$ cat src/rtl/axi_lite_ctrl_regs.sv
// AXI4-Lite control/status register file for the accelerator's main control FSM.
// Optional macro CTRL_IRQ_EN adds the IRQ_MASK register at 0x14 and the irq output.
module axi_lite_ctrl_regs #(
    parameter int ADDR_W = 5
) (
    input  logic              sclk,
    input  logic              s_rst_n,
    input  logic [ADDR_W-1:0] s_axi_awaddr,
    input  logic              s_axi_awvalid,
    output logic              s_axi_awready,
    input  logic [31:0]       s_axi_wdata,
    input  logic [3:0]        s_axi_wstrb,
    input  logic              s_axi_wvalid,
    output logic              s_axi_wready,
    output logic [1:0]        s_axi_bresp,
    output logic              s_axi_bvalid,
    input  logic              s_axi_bready,
    input  logic [ADDR_W-1:0] s_axi_araddr,
    input  logic              s_axi_arvalid,
    output logic              s_axi_arready,
    output logic [31:0]       s_axi_rdata,
    output logic [1:0]        s_axi_rresp,
    output logic              s_axi_rvalid,
    input  logic              s_axi_rready,
    output logic [31:0]       slave_lite_reg0,
    output logic [31:0]       slave_lite_reg1,
    output logic [31:0]       slave_lite_reg2,
    output logic [31:0]       slave_lite_reg3,
    input  logic              task_finish,
    input  logic [5:0]        state
`ifdef CTRL_IRQ_EN
    ,
    output logic              irq
`endif
);

    localparam logic [1:0] RESP_OKAY   = 2'b00;
    localparam logic [1:0] RESP_SLVERR = 2'b10;

    // Handshake: a transfer happens on a rising edge where valid and ready are both 1;
    // the source holds valid and payload stable until then, ready never waits on valid.

    logic [31:0] regs [4];
    logic        aw_held;
    logic        w_held;
    logic [2:0]  aw_idx;
    logic [31:0] w_data;
    logic [3:0]  w_strb;
    logic        done;
    logic        tf_q;
    logic        tf_rise;
    logic        wr_fire;
    logic        wr_ok;
    logic        host_byte0_reg0;
    logic [31:0] status;
    logic [31:0] rd_data;
    logic [1:0]  rd_resp;
    logic        unused_addr_bits;
`ifdef CTRL_IRQ_EN
    logic        irq_mask;
`endif

    assign unused_addr_bits = ^{s_axi_awaddr[1:0], s_axi_araddr[1:0]};

    assign slave_lite_reg0 = regs[0];
    assign slave_lite_reg1 = regs[1];
    assign slave_lite_reg2 = regs[2];
    assign slave_lite_reg3 = regs[3];

    assign tf_rise         = task_finish & ~tf_q;
    assign wr_fire         = aw_held & w_held & ~s_axi_bvalid;
    assign host_byte0_reg0 = wr_fire && (aw_idx == 3'd0) && w_strb[0];
    assign status          = {18'b0, state, 6'b0, done, ~state[0]};

    always_comb begin
        wr_ok = 1'b0;
        case (aw_idx)
            3'd0, 3'd1, 3'd2, 3'd3, 3'd4: wr_ok = 1'b1;
`ifdef CTRL_IRQ_EN
            3'd5:                         wr_ok = 1'b1;
`endif
            default:                      wr_ok = 1'b0;
        endcase
    end

    always_comb begin
        rd_data = 32'h0;
        rd_resp = RESP_OKAY;
        case (s_axi_araddr[4:2])
            3'd0:    rd_data = regs[0];
            3'd1:    rd_data = regs[1];
            3'd2:    rd_data = regs[2];
            3'd3:    rd_data = regs[3];
            3'd4:    rd_data = status;
`ifdef CTRL_IRQ_EN
            3'd5:    rd_data = {31'b0, irq_mask};
`endif
            default: rd_resp = RESP_SLVERR;
        endcase
    end

    always_ff @(posedge sclk or negedge s_rst_n) begin
        if (!s_rst_n) begin
            s_axi_awready <= 1'b0;
            s_axi_wready  <= 1'b0;
            s_axi_bvalid  <= 1'b0;
            s_axi_bresp   <= RESP_OKAY;
            aw_held       <= 1'b0;
            w_held        <= 1'b0;
            aw_idx        <= 3'd0;
            w_data        <= 32'h0;
            w_strb        <= 4'h0;
        end else if (s_axi_bvalid && s_axi_bready) begin
            s_axi_bvalid  <= 1'b0;
            aw_held       <= 1'b0;
            w_held        <= 1'b0;
            s_axi_awready <= 1'b1;
            s_axi_wready  <= 1'b1;
        end else begin
            if (s_axi_awvalid && s_axi_awready) begin
                aw_held       <= 1'b1;
                aw_idx        <= s_axi_awaddr[4:2];
                s_axi_awready <= 1'b0;
            end else if (!aw_held) begin
                s_axi_awready <= 1'b1;
            end
            if (s_axi_wvalid && s_axi_wready) begin
                w_held       <= 1'b1;
                w_data       <= s_axi_wdata;
                w_strb       <= s_axi_wstrb;
                s_axi_wready <= 1'b0;
            end else if (!w_held) begin
                s_axi_wready <= 1'b1;
            end
            if (wr_fire) begin
                s_axi_bvalid <= 1'b1;
                s_axi_bresp  <= wr_ok ? RESP_OKAY : RESP_SLVERR;
            end
        end
    end

    // Auto-clear of the start bits yields to a host write of byte 0 on the same edge.
    always_ff @(posedge sclk or negedge s_rst_n) begin
        if (!s_rst_n) begin
            for (int i = 0; i < 4; i++) regs[i] <= 32'h0;
            tf_q <= 1'b0;
            done <= 1'b0;
        end else begin
            tf_q <= task_finish;
            for (int i = 0; i < 4; i++) begin
                if (wr_fire && (aw_idx == 3'(i))) begin
                    for (int b = 0; b < 4; b++) begin
                        if (w_strb[b]) regs[i][8*b +: 8] <= w_data[8*b +: 8];
                    end
                end
            end
            if (tf_rise && !host_byte0_reg0) regs[0][3:0] <= 4'h0;
            if (tf_rise) begin
                done <= 1'b1;
            end else if (wr_fire && (aw_idx == 3'd4) && w_strb[0] && w_data[1]) begin
                done <= 1'b0;
            end
        end
    end

    always_ff @(posedge sclk or negedge s_rst_n) begin
        if (!s_rst_n) begin
            s_axi_arready <= 1'b0;
            s_axi_rvalid  <= 1'b0;
            s_axi_rdata   <= 32'h0;
            s_axi_rresp   <= RESP_OKAY;
        end else if (s_axi_arvalid && s_axi_arready) begin
            s_axi_rvalid  <= 1'b1;
            s_axi_rdata   <= rd_data;
            s_axi_rresp   <= rd_resp;
            s_axi_arready <= 1'b0;
        end else if (s_axi_rvalid && s_axi_rready) begin
            s_axi_rvalid  <= 1'b0;
            s_axi_arready <= 1'b1;
        end else if (!s_axi_rvalid) begin
            s_axi_arready <= 1'b1;
        end
    end

`ifdef CTRL_IRQ_EN
    always_ff @(posedge sclk or negedge s_rst_n) begin
        if (!s_rst_n) begin
            irq_mask <= 1'b0;
            irq      <= 1'b0;
        end else begin
            if (wr_fire && (aw_idx == 3'd5) && w_strb[0]) irq_mask <= w_data[0];
            irq <= done & irq_mask;
        end
    end
`endif

endmodule

$ cat config.mk
export PLATFORM = sky130hd
export DESIGN_NAME = axi_lite_ctrl_regs
export DESIGN_NICKNAME = d
export VERILOG_FILES = /design/src/rtl/axi_lite_ctrl_regs.sv
export SDC_FILE = /design/constraint.sdc
export NUM_CORES = 1
export LEC_CHECK = 0
export ABC_AREA = 1
export CORE_ASPECT_RATIO = 1.75
export CORE_MARGIN = 3
export CORE_UTILIZATION = 40
export DETAILED_ROUTE_END_ITERATION = 16
export PLACE_DENSITY = 0.72
export RECOVER_POWER = 25
export SLEW_MARGIN = 20
export SYNTH_ARGS = -nofsm -noshare
export SYNTH_HDL_FRONTEND = slang
export SYNTH_SLANG_ARGS = --single-unit
$ cat constraint.sdc
create_clock -name sclk -period 1.8 [get_ports sclk]
set_input_delay 0.18 -clock sclk [delete_from_list [all_inputs] [get_ports sclk]]
set_output_delay 0.18 -clock sclk [all_outputs]
set_load 0.05 [all_outputs]
==> qor.csv, run 1 <==
metric,value,unit
post-route-period-util,90.6,%
ys.warnings.count,0,
worstHoldPathCells,3,
finish.instance_area,0.0122,mm²
clockBufferDepth,3,
pwr_density_cell,1990,mW/mm²
synth-seq-cells,210,
die_w,118,µm
timing.rr.start,s_axi_bvalid$_DFFE_PN0P_,
most-common-layout-cells,"nand2_1 (300), dfrtp_1 (210), dlygate4sd2_1 (111), o21ai_0 (99), inv_1 (96)",
num_rows,71,
wl_per_cell,17.7,µm
route.detailed.drc,0,
end_kind,output port,
port_buffers,222,
grt_max_degree,54,
crit_arrival,1.45,ns
outcome,"finished, final reports clean",
hold_start,s_axi_awaddr[2],
syn2layout_area_growth,38.1,%
required,1.62,ns
startpoint_type,flop,
hold_viol,0,
crit_slowest_cell,dlygate4sd2_1,
initial_core_util,40.9,%
ir_drop,1.52,mV
finalWeightedCongestion,0.858,
syn_area,0.00884,mm²
die_area,0.0240,mm²
synth_edf_count,0,
vias,8018,
via_per_inst,5.04,
cts_sinks,210,
drive_gt1_share,12.6,%
critical_path.top_delay_family,buffers and inverters,
crit_chain,dlygate4sd2_1,
grt_setup_unrepaired,no,
crit_type,reg -> out,
async_reset_ff_share,100,%
finalWirelength,28.2,mm
cp.depth,1,
cts_tree,built,
drv_cap,0,
fin_cells,1591,
finalCriticalPeriod,1.63,ns
fill_cells,2005,
final_nets,1343,
hp-class,in -> reg,
drtAntennaViolNets,0,
grt_pass1_vias,8120,
cts_made_buffers,21,
place_hpwl,20.4,mm
antenna_found_initial,2,
tightest_slew,1.42,ns
max_slew_margin,5.46,%
startpoint,slave_lite_reg2[29]$_DFFE_PN0P_,
final_common_cell,nand2_1,
cts_root_buf,clkbuf_16,
synthFlopType,dfrtp_1,
grt_use_total,23.3,%
ctsHtreeMaxLevel,1,
skew,0.0142,ns
total_power,24.3,mW
critPathBufInv,1,
cts.clk_slew.worst_paths,0.06,ns
cp_slowest_stage_delay,0.55,ns
synth.avg_cell_area,8.53,µm²
r2r_cells,6,
syn_inst,1036,
cp_max_fo,3,
pin_count,229,
fp.coreArea,0.0216,mm²
finalSetupViolCount,0,
grt_pass1_wl,44.5,mm
slew_violations,0,
placed_area,0.0116,mm²
clock_latency,0.49,ns
place_inst,1549,
p_leak,6.39,nW
grt-ovfl-total,0,
fmax,0.613,GHz
drt_iter0_drc,646,
seq_area_frac_synth,59.4,%
die_h,203,µm
synthDistinctLibCells,23,
dr.pass1.iters,5,
[layout make-up]
class / instances / area [µm²] / area share [%]
Inverter: 102 / 383 / 3.14
Multi-Input combinational cell: 675 / 3000 / 24.6
Clock inverter: 10 / 133 / 1.09
Tap cell: 292 / 365 / 2.99
Sequential cell: 210 / 5260 / 43.1
Clock buffer: 27 / 588 / 4.82
Timing Repair Buffer: 273 / 2470 / 20.3
Antenna cell: 2 / 5.00 / 0.0410
[timing repair]
action	in CTS	in global routing
buffers inserted	0	2
hold endpoints to repair	48	0
resized for setup	111	1
pin swaps	0	1
hold buffers	1	0
setup endpoints to repair	111	18
[worst paths after layout]
path | slack (ns) | end
worst max-delay path | 0.17 | slave_lite_reg2[29]
worst min-delay path | 0.25 | aw_idx[0]$_DFFE_PN0P_
worst max register to register | 0.17 | slave_lite_reg0[8]$_DFFE_PN0P_
worst min register to register | 0.47 | s_axi_rdata[15]$_DFFE_PN0P_
max in group asynchronous | 0.30 | slave_lite_reg1[22]$_DFFE_PN0P_
min in group asynchronous | 0.55 | s_axi_awready$_DFFE_PN0P_
[sequential cells by signal, indices dropped and copies added (netlist names), 3 cells and up]
name and flops:
slave_lite_reg2 32, w_strb 4, slave_lite_reg3 32, aw_idx 3
s_axi_rdata 32, slave_lite_reg0 32, w_data 32, slave_lite_reg1 32
[report_power, final]
group          switching (mW)  internal, mW
Clock                    1.83          2.74
Sequential               1.56          6.68
Combinational            8.54          2.99
[per-layer routing]
| metal | up-vias | GRT usage (%) | share of wire (%) |
|---|---|---|---|
| met4 | 0 | 12.3 | 5.7 |
| li1 | 3811 | - | - |
| met3 | 92 | 4.07 | 7.0 |
| met5 | - | 0 | 0 |
| met1 | 3773 | 26.3 | 36 |
| met2 | 342 | 41.9 | 51 |
[kinds of logic after synthesis]
group	synth area share, %
buffers and inverters	6.75
multiplexers	0.510
flip-flops	59.4
AND/OR/NAND/NOR	22.0
AO/OA/AOI/OAI	11.3
other	0.0424
[stage by stage]
stage / utilization [%] / hold slack (ns) / setup TNS, ns / worst slack (ns)
floorplan: - / -0.116 / 0 / 0.0575
global placement: 53.7 / 0.171 / 0 / 0.0283
detailed placement: 53.7 / 0.172 / -0.00542 / -0.00434
CTS: 56.5 / 0.148 / 0 / 0.0398
global route: 56.5 / 0.257 / 0 / 0.0376
finish: 56.5 / 0.251 / 0 / 0.169
[synthesized netlist by cell type, types with 2 or more instances]
library cell  instances  area share, %
dfrtp_1             210             59
o21ai_0              99            5.6
a21oi_1              32            1.8
buf_2                15           0.85
buf_1                 5           0.21
nor3_2                2           0.23
o31ai_1               2           0.17
nand3_1              58            3.3
buf_4                 2           0.17
nand4_1              23            1.6
inv_1                96            4.1
nand2_2               3           0.21
o21ai_1              65            3.7
clkbuf_1             28            1.2
nor2_1               79            3.4
mux2_2                4           0.51
nand2_1             302             13
inv_2                 6           0.25
Note: power is estimated with default switching activity, not from simulation.
==> run 2: changes to the inputs <==
- SETUP_SLACK_MARGIN: default -> 0.2
- SLEW_MARGIN: 20 -> default
- clock period: 1.8 -> 1.9 ns (I/O delays scaled with it)
==> run 2 against run 1 <==
Compared with the run above: register-to-register slack improved by 0.11 ns; die area unchanged; sequential share of layout area increased by 0.18 points; via count decreased by 0.12%; final cell count about the same; utilization decreased by 0.22 points; worst hold slack got worse by 0.057 ns; largest power group unchanged; highest routed layer unchanged.
==> qor.csv, run 2 (synthesis results as in run 1) <==
metric,value,unit,change
critical_path.top_delay_family,buffers and inverters,,
cts_root_buf,clkbuf_16,,
clock_latency,0.49,ns,about the same
finalSetupViolCount,0,,unchanged
cp_max_fo,3,,unchanged
cts_sinks,210,,unchanged
max_slew_margin,36.0,%,+31 points
die_w,118,µm,unchanged
timing.rr.start,s_axi_bvalid$_DFFE_PN0P_,,
crit_arrival,1.48,ns,+0.03 ns
place_inst,1550,,+0.065%
ir_drop,0.996,mV,-35%
crit_chain,dlygate4sd2_1,,
finalWirelength,28.3,mm,+0.24%
grt-ovfl-total,0,,unchanged
slew_violations,0,,unchanged
grt_pass1_vias,7923,,-2.4%
finalCriticalPeriod,1.67,ns,
total_power,22.8,mW,-6.5%
most-common-layout-cells,"nand2_1 (300), dfrtp_1 (209), dlygate4sd2_1 (152), o21ai_0 (99), inv_1 (96)",,
drtAntennaViolNets,0,,unchanged
drt_iter0_drc,566,,-12%
r2r-end,slave_lite_reg3[19]$_DFFE_PN0P_,,
diodes,0,,-2
pin_count,229,,unchanged
die_area,0.0240,mm²,unchanged
antenna_found_initial,0,,-2
via_per_inst,5.04,,about the same
outcome,"finished, final reports clean",,
hp-class,in -> async,,
clockBufferDepth,3,,unchanged
startpoint_type,flop,,
drive_gt1_share,9.17,%,-3.4 points
startpoint,slave_lite_reg3[27]$_DFFE_PN0P_,,
crit_slowest_cell,dlygate4sd2_1,,
dp_slack,-0.0705,ns,-0.0662 ns
vias,8008,,-0.12%
route.detailed.drc,0,,unchanged
fill_cells,2038,,+1.6%
num_rows,71,,unchanged
grt_use_total,23.2,%,-0.12 points
fin_cells,1590,,-0.063%
cts_tree,built,,
crit_path_end,slave_lite_reg3[27],,
die_h,203,µm,unchanged
required,1.71,ns,+0.09 ns
skew,0.00733,ns,-0.00685 ns
syn2layout_area_growth,37.5,%,
wl_per_cell,17.8,µm,+0.30%
grt_max_degree,53,,-1.9%
cts_made_buffers,20,,-4.8%
place_hpwl,20.3,mm,-0.46%
port_buffers,222,,unchanged
tightest_slew,0.959,ns,-0.459 ns
ctsHtreeMaxLevel,1,,unchanged
p_leak,6.43,nW,+0.63%
r2r_cells,6,,unchanged
final_common_cell,nand2_1,,
pwr_density_cell,1870,mW/mm²,-6.1%
initial_core_util,40.9,%,unchanged
setup-tns-final,0,ns,unchanged
finalWeightedCongestion,0.882,,+2.8%
final_nets,1344,,+0.074%
post-route-period-util,87.8,%,
worst_slack,0.232,ns,+0.0625 ns
cts.clk_slew.worst_paths,0.06,ns,about the same
dr.pass1.iters,5,,unchanged
fp.coreArea,0.0216,mm²,unchanged
fmax,0.599,GHz,
cp.depth,1,,unchanged
cp_slowest_stage_delay,0.61,ns,+0.06 ns
rrSetupSlack,0.28,ns,+0.11 ns
grt_pass1_wl,43.9,mm,-1.4%
drv_cap,0,,unchanged
critPathBufInv,1,,unchanged
hold_viol,0,,unchanged
grt_setup_unrepaired,no,,
crit_type,reg -> out,,
hold_slack,0.193,ns,-0.0573 ns
end_kind,output port,,
run 2: final cells by class:
| type | instances | area, µm² | area share [%] |
|---|---|---|---|
| Clock buffer | 28 | 582 | 4.79 |
| Clock inverter | 8 | 115 | 0.947 |
| Inverter | 102 | 383 | 3.15 |
| Multi-Input combinational cell | 675 | 3010 | 24.7 |
| Sequential cell | 210 | 5260 | 43.2 |
| Tap cell | 292 | 365 | 3.01 |
| Timing Repair Buffer | 275 | 2450 | 20.1 |
run 2: how the worst min path moves through the flow:
stage	start	slack (ns)	to	cells after the start
6_report	s_rst_n	0.19	s_axi_awready$_DFFE_PN0P_	2
5_1_grt	s_rst_n	0.25	s_axi_awready$_DFFE_PN0P_	2
4_1_cts	task_finish	0.18	tf_q$_DFF_PN0_	1
3_5_place_dp	s_rst_n	0.19	aw_held$_DFFE_PN0P_	1
3_3_place_gp	s_rst_n	0.18	s_axi_awready$_DFFE_PN0P_	1
2_1_floorplan	s_rst_n	-0.11	aw_held$_DFFE_PN0P_	0
run 2: metrics by stage:
step | cell area [µm²] | util, %
after CTS | 12200 | 56.5
after detailed placement | 11700 | 54.0
final | 12200 | 56.3
after global routing | 12200 | 56.3
after floorplan | 8840 | -
after global placement | 11700 | 54.0
run 2: metal layers:
metal | part of all wire [%] | GRT usage, % | vias up
li1 | - | - | 3815
met1 | 37 | 27.0 | 3829
met2 | 52 | 41.8 | 294
met3 | 5.9 | 3.65 | 70
met4 | 4.8 | 10.7 | 0
met5 | 0 | 0 | -
run 2: report_power, final:
group | switching [mW] | total (mW) | internal, mW
sequential | 1.44 | 7.76 | 6.33
combinational | 8.09 | 10.8 | 2.68
clock | 1.68 | 4.23 | 2.55
run 2: what timing repair did:
action                                  in CTS  in global routing
endpoints found under the setup margin     181                  3
resized for setup                          153                  2
hold buffers                                 1                  0
setup buffers                                3                  0
pin swaps                                    1                  0
hold endpoints to repair                    46                  0
==> run 3: changes to the inputs <==
- TNS_END_PERCENT: default -> 20
==> run 3 against run 2 <==
Compared with the run above: cell area about the same; clock power about the same; via count shrank 0.77%; routed wire length about the same; final cell count is essentially flat; setup slack lost 0.0047 ns.
==> qor.csv, run 3 (synthesis results as in run 1) <==
metric,value,unit,change
vias,7946,,-0.77%
grt_setup_unrepaired,no,,
hold_viol,0,,unchanged
power_frac_seq,34.1,%,about the same
skew,0.00707,ns,-0.000260 ns
crit_arrival,2.03,ns,+0.55 ns
slew_violations,0,,unchanged
crit_slowest_cell,dfrtp_2,,
drtAntennaViolNets,0,,unchanged
grt_max_degree,53,,unchanged
dr.pass1.iters,5,,unchanged
power.share.clock,18.6,%,about the same
switching_share,49.2,%,about the same
final_common_cell,nand2_1,,
required,2.26,ns,+0.55 ns
cts_tree,built,,
fin_cells,1589,,-0.063%
num_rows,71,,unchanged
combPwrFrac,47.3,%,about the same
cp_slowest_stage_delay,0.41,ns,-0.20 ns
end_kind,flop,,
crit_type,reg -> reg,,
syn2layout_area_growth,37.6,%,about the same
antenna_found_initial,0,,unchanged
switchingPower,11.2,mW,about the same
fmax,0.598,GHz,-0.28%
finalCriticalPeriod,1.67,ns,+0.00465 ns
hold_slack,0.196,ns,+0.00235 ns
grt_pass1_wl,43.8,mm,about the same
fill_cells,2037,,-0.049%
finalWeightedCongestion,0.882,,unchanged
cts.clk_slew.worst_paths,0.06,ns,about the same
internal_power,11.6,mW,about the same
place_hpwl,20.3,mm,unchanged
via_per_inst,5.00,,-0.71%
cp_max_fo,16,,+13
ctsHtreeMaxLevel,1,,unchanged
max_slew_margin,35.8,%,-0.22 points
cts_sinks,210,,unchanged
pin_count,229,,unchanged
hp-class,in -> async,,
startpoint_type,flop,,
final_nets,1343,,-0.074%
drt_iter0_drc,559,,-1.2%
die_h,203,µm,unchanged
placed_area,0.0117,mm²,unchanged
most-common-layout-cells,"nand2_1 (300), dfrtp_1 (209), dlygate4sd2_1 (152), o21ai_0 (99), inv_1 (96)",,
cts_made_buffers,20,,unchanged
pwr_density_cell,1870,mW/mm²,about the same
outcome,"finished, final reports clean",,
finalSetupViolCount,0,,unchanged
finish.instance_area,0.0122,mm²,about the same
critical_path.top_delay_family,simple AND/OR/NAND/NOR gates,,
route.detailed.drc,0,,unchanged
p_leak,6.43,nW,about the same
rrSetupSlack,0.23,ns,-0.05 ns
tightest_slew,0.963,ns,+0.00332 ns
fp.coreArea,0.0216,mm²,unchanged
drv_cap,0,,unchanged
drive_gt1_share,9.10,%,-0.070 points
place_inst,1550,,unchanged
die_w,118,µm,unchanged
wl_per_cell,17.8,µm,about the same
finalWirelength,28.3,mm,about the same
initial_core_util,40.9,%,unchanged
die_area,0.0240,mm²,unchanged
diodes,0,,unchanged
post-route-period-util,88.1,%,+0.24 points
ir_drop,0.998,mV,+0.12%
clock_latency,0.49,ns,about the same
grt_use_total,23.2,%,-0.030 points
total_power,22.8,mW,about the same
critPathBufInv,2,,+1
cts_root_buf,clkbuf_16,,
grt_pass1_vias,7909,,-0.18%
clockBufferDepth,3,,unchanged
port_buffers,222,,unchanged
crit_chain,inv_1 > nand3_1 > nor3_4 > buf_12 > nand2_2 > nand2_1 > o21ai_1,,
grt-ovfl-total,0,,unchanged
==> run 3: cell count changes in the layout (fill, tap and decap cells not counted), sizes merged <==
cell  previous run  this run
buf             62        61
==> run 3: worst paths after layout <==
kind                                             start                               to  cells past startpoint
setup / recovery              s_axi_bvalid$_DFFE_PN0P_  slave_lite_reg0[16]$_DFFE_PN0P_                      7
hold / removal                                 s_rst_n              aw_held$_DFFE_PN0P_                      2
setup reg to reg              s_axi_bvalid$_DFFE_PN0P_  slave_lite_reg0[16]$_DFFE_PN0P_                      7
hold reg to reg            s_axi_rdata[14]$_DFFE_PN0P_      s_axi_rdata[14]$_DFFE_PN0P_                      2
max in group asynchronous                      s_rst_n           w_data[21]$_DFFE_PN0P_                      3
min in group sclk                      s_axi_wdata[17]           w_data[17]$_DFFE_PN0P_                      3
==> run 3: power groups by stage <==
stage                     sequential (mW)  clock, mW  combinational, mW
after floorplan                      12.5          0               2.60
after global placement               7.80          0               11.5
after detailed placement             7.86          0               11.7
after CTS                            7.76       4.32               10.8
after global routing                 8.01       4.49               11.5
final                                7.76       4.24               10.8
==> run 3: per-stage QoR <==
step	setup TNS [ns]	setup slack (ns)	util, %
after floorplan	0	0.251	-
after global placement	-0.0816	-0.0565	54.0
after detailed placement	-0.141	-0.0705	54.0
after CTS	0	0.137	56.4
after global routing	0	0.145	56.3
final	0	0.227	56.3
==> run 3: cell type report <==
class,instances,area (µm²),area share [%]
tap,292,365,3.00
sequential,210,5260,43.2
timing repair buffer,274,2450,20.2
clock inverter,8,115,0.946
inverter,102,383,3.15
clock buffer,28,582,4.78
multi-input combinational,675,3010,24.7
==> run 3: repair_timing <==
action | CTS | global route
gates cloned | 0 | 0
setup buffers | 0 | 2
hold buffers | 1 | 0
gates resized for setup | 153 | 2
pin swaps | 0 | 1
endpoints found under the hold margin | 46 | 0
setup endpoints to repair | 181 | 28
==> run 3: per-layer routing <==
metal  vias up  global-route usage (%)  wire, µm
li1       3814                       -         -
met1      3785                    27.0     10400
met2       281                    41.7     14800
met3        66                    3.65      1760
met4         0                    10.7      1340
met5         -                       0         0
